## src/rtl/switch_debounce2.sv

```systemverilog
// switch_debounce2 - two-channel switch conditioning front end.
//
// Each raw switch passes through a 2-flop synchronizer and a stable-count
// debouncer; the debounced level flips only after the synchronized input has
// disagreed with it on DB_CYCLES consecutive rising edges. A registered
// one-cycle pulse marks each flip direction.
//
// Ports:
//   clk       - system clock, rising edge
//   rst_n     - asynchronous active-low reset
//   sw1_raw   - raw switch 1 (asynchronous, bouncing)
//   sw2_raw   - raw switch 2 (asynchronous, bouncing)
//   in1, in2  - debounced, registered switch levels
//   in1_rise, in1_fall, in2_rise, in2_fall - one-cycle flip pulses
//   busy      - high while either debounce counter is non-zero
module switch_debounce2 #(
  parameter int DB_CYCLES = 16,
  parameter int CNT_W     = 5
) (
  input  logic clk,
  input  logic rst_n,
  input  logic sw1_raw,
  input  logic sw2_raw,
  output logic in1,
  output logic in2,
  output logic in1_rise,
  output logic in1_fall,
  output logic in2_rise,
  output logic in2_fall,
  output logic busy
);

  localparam logic [CNT_W-1:0] CNT_MAX = CNT_W'(DB_CYCLES - 1);

  // Bit 0 is channel 1, bit 1 is channel 2.
  logic [1:0]       raw;
  logic [1:0]       s1;
  logic [1:0]       s2;
  logic [1:0]       lvl;
  logic [1:0]       rise;
  logic [1:0]       fall;
  logic [CNT_W-1:0] cnt [2];

  assign raw = {sw2_raw, sw1_raw};

  always_ff @(posedge clk or negedge rst_n) begin
    if (!rst_n) begin
      s1   <= '0;
      s2   <= '0;
      lvl  <= '0;
      rise <= '0;
      fall <= '0;
      for (int unsigned i = 0; i < 2; i++) begin
        cnt[i] <= '0;
      end
    end else begin
      s1   <= raw;
      s2   <= s1;
      rise <= '0;
      fall <= '0;
      for (int unsigned i = 0; i < 2; i++) begin
        if (s2[i] == lvl[i]) begin
          // Any agreement restarts the stability window.
          cnt[i] <= '0;
        end else if (cnt[i] == CNT_MAX) begin
          lvl[i]  <= s2[i];
          cnt[i]  <= '0;
          rise[i] <= s2[i];
          fall[i] <= ~s2[i];
        end else begin
          cnt[i] <= cnt[i] + 1'b1;
        end
      end
    end
  end

  assign in1      = lvl[0];
  assign in2      = lvl[1];
  assign in1_rise = rise[0];
  assign in1_fall = fall[0];
  assign in2_rise = rise[1];
  assign in2_fall = fall[1];
  assign busy     = (cnt[0] != '0) | (cnt[1] != '0);

endmodule

```

## config.mk

```make
export PLATFORM = sky130hd
export DESIGN_NAME = switch_debounce2
export DESIGN_NICKNAME = d
export VERILOG_FILES = /design/src/rtl/switch_debounce2.sv
export SDC_FILE = /design/constraint.sdc
export NUM_CORES = 1
export LEC_CHECK = 0
export CAP_MARGIN = 25
export CELL_PAD_IN_SITES_DETAIL_PLACEMENT = 0
export CELL_PAD_IN_SITES_GLOBAL_PLACEMENT = 1
export CORE_ASPECT_RATIO = 1.4
export CORE_MARGIN = 3
export CORE_UTILIZATION = 38
export DETAILED_ROUTE_END_ITERATION = 10
export PLACE_DENSITY_LB_ADDON = 0.1
export SKIP_CTS_REPAIR_TIMING = 1
export SYNTH_ARGS = -nofsm -noshare
export SYNTH_HDL_FRONTEND = slang
export SYNTH_SLANG_ARGS = --single-unit
```

## constraint.sdc

```tcl
create_clock -name clk -period 1.2 [get_ports clk]
set_input_delay 0.12 -clock clk [delete_from_list [all_inputs] [get_ports clk]]
set_output_delay 0.12 -clock clk [all_outputs]
set_load 0.01 [all_outputs]
```

==> metrics.txt <==
RSZ-0062 raised after global routing true; Avg Synthesized Cell Area 13.4 sq um; minimum clock period 1.46 ns; outcome finished with violations; worst-skew pair later-pin latency 0.30 ns; Yosys Warn Count 0; DIE AREA 0.00275 sq mm; Reg-to-Reg End lvl[1]; reg2reg setup slack -0.13 ns; # setup viols final 7; fin area 0.00128 sq mm; total grt overflow 0; dpl cell area 0.00105 sq mm; CTS tree yes; FF-to-FF path depth 5; initial antenna violation count 0; number of synthesized register bits 20; Final Worst Setup Slack -0.256 ns; Inst Count DP 106; vias per cell 4.87; CP endpoint kind primary output; share of post-route cells with drive strength above 1 0.441; Worst-path clk slew 0.11 ns; initial DRC count 1; final hold vios 0; maximum vdd drop 0.784 mV; P&R area growth vs syn 57.4%; data required time of the worst path 1.08 ns; CTS Buffer Depth 2; num rows 19; total number of vias 555; Die Y 60.8 um; syn_nets 69; Initial Util 0.409; Final nets 102; failing checks negative setup slack; vias in the first global route 526; total power draw 1.43 mW; core area 0.00200 sq mm; CP arrival 1.34 ns; Hold Path Class input pin to async pin; remaining antenna violation count 0; # clock sinks 20; final core occ 0.643; Max Freq 0.687 GHz; drt wl/cell 14.0 um; first-pass GRT wire length 2.37 mm; Final GP Congestion 0.705; Mapped Area 816 sq um; PD cells 1110 mW/mm^2; Final period util 1.21; Inserted Diodes 0; crit start category flip-flop; leakage power 0.771 nW; register area share after synthesis 0.613; setup TNS -0.573 ns; largest net degree at the start of global routing 21; Total Wirelength 1.60 mm; chip width 45.2 um; origin of the critical flop-to-flop path cnt[0]; max-cap violations 0; Num CTS Buffers 3; clock skew 0.00426 ns; clk root buf clkbuf_4; PortBufs 10; Yosys cell types 14; HPWL after DPL 1.07 mm; drc violations 0; Post-Synthesis Cells 61; post-route insts no fill 114; H-tree depth 1; Max-slew headroom 0.835; Final Max Slew Viols 0; DR pass1 iterations 2; GRT Util Overall 0.125; critical path class flip-flop to primary output; critical path fanouts, max 2; Fill cells 158; io pins 11; Worst Tran Pin Value 0.248 ns
==> flip-flops by register name, summed over array words and instances (netlist names) <==
| name | flops |
|---|---|
| s1 | 2 |
| fall | 2 |
| s2 | 2 |
| cnt | 10 |
| rise | 2 |
| lvl | 2 |
==> through the flow <==
step	hold slack, ns	setup WS, ns
floorplan	-0.176	0.0309
detailed placement	0.345	-0.310
finish	0.145	-0.256
CTS	0.145	-0.666
global route	0.158	-0.331
global placement	0.332	-0.292
==> worst max path at each step <==
stage | from | cells past startpoint | slack [ns] | endpoint
2_1_floorplan | cnt[5] | 3 | 0.03 | lvl[0]
3_3_place_gp | cnt[6] | 5 | -0.29 | busy
3_5_place_dp | cnt[6] | 5 | -0.31 | busy
4_1_cts | cnt[6] | 5 | -0.67 | busy
5_1_grt | cnt[5] | 5 | -0.33 | busy
6_report | cnt[6] | 5 | -0.26 | busy
==> logic make-up (layout without fill, tap and decap cells) <==
group,after synthesis,count (layout),share of synthesized area
and+or+nand+nor,23,23,0.190
DFF,20,20,0.613
xor gates and xnor gates,6,6,0.0644
adders and majority gates,4,4,0.0614
buffers and inverters,4,36,0.0184
AOI/OAI and AO/OA,2,2,0.0153
muxes,2,2,0.0368
==> power breakdown <==
group          switching (mW)  total [mW]  internal (mW)
Clock                   0.207       0.545          0.338
Combinational          0.0790       0.167         0.0879
Sequential             0.0177       0.714          0.697
Total                   0.304        1.43           1.12
==> synth_stat cells <==
library cell	number	share of area
dfrtp_1	20	0.61
nand2_1	5	0.023
nor2_1	4	0.018
and2_1	4	0.031
mux2_4	2	0.037
nand4b_2	1	0.018
nand4b_4	1	0.029
nor4b_1	2	0.021
nor3b_1	4	0.037
a31oi_1	2	0.015
xor2_1	6	0.064
ha_1	4	0.061
inv_1	4	0.018
nand3_1	2	0.012
==> critical path, cell delays in order (launching register included) <==
cell	delay, ns
dfrtp_1	0.41
inv_1	0.06
ha_1	0.13
nor4b_2	0.23
nand2_1	0.08
clkbuf_2	0.13
==> routing by layer <==
layer,share of wire,global-route usage,up-vias
li1,-,-,266
met1,0.40,0.158,276
met2,0.55,0.192,9
met3,0.028,0.0178,4
met4,0.021,0.0879,0
met5,0,0,-
==> placed cells by master, fill, tap and decap left out, types with 3 or more instances in the layout <==
cell type and n:
buf_6 6, xor2_1 4, dlymetal6s2s_1 6, clkdlybuf4s50_1 3, nor3b_2 3, inv_1 4, and2_1 4, clkbuf_4 3
dfrtp_1 19, nand2_1 4, buf_4 12
==> final cells by class <==
cell class	instances	area, sq um	share of cell area
Multi-Input combinational cell	37	420	0.327
Sequential cell	20	502	0.391
Timing Repair Buffer	28	268	0.209
Inverter	4	15.0	0.0117
Clock buffer	3	22.5	0.0175
Tap cell	21	26.3	0.0205
Clock inverter	1	30.0	0.0234
Power figures use the tool's default switching activity.
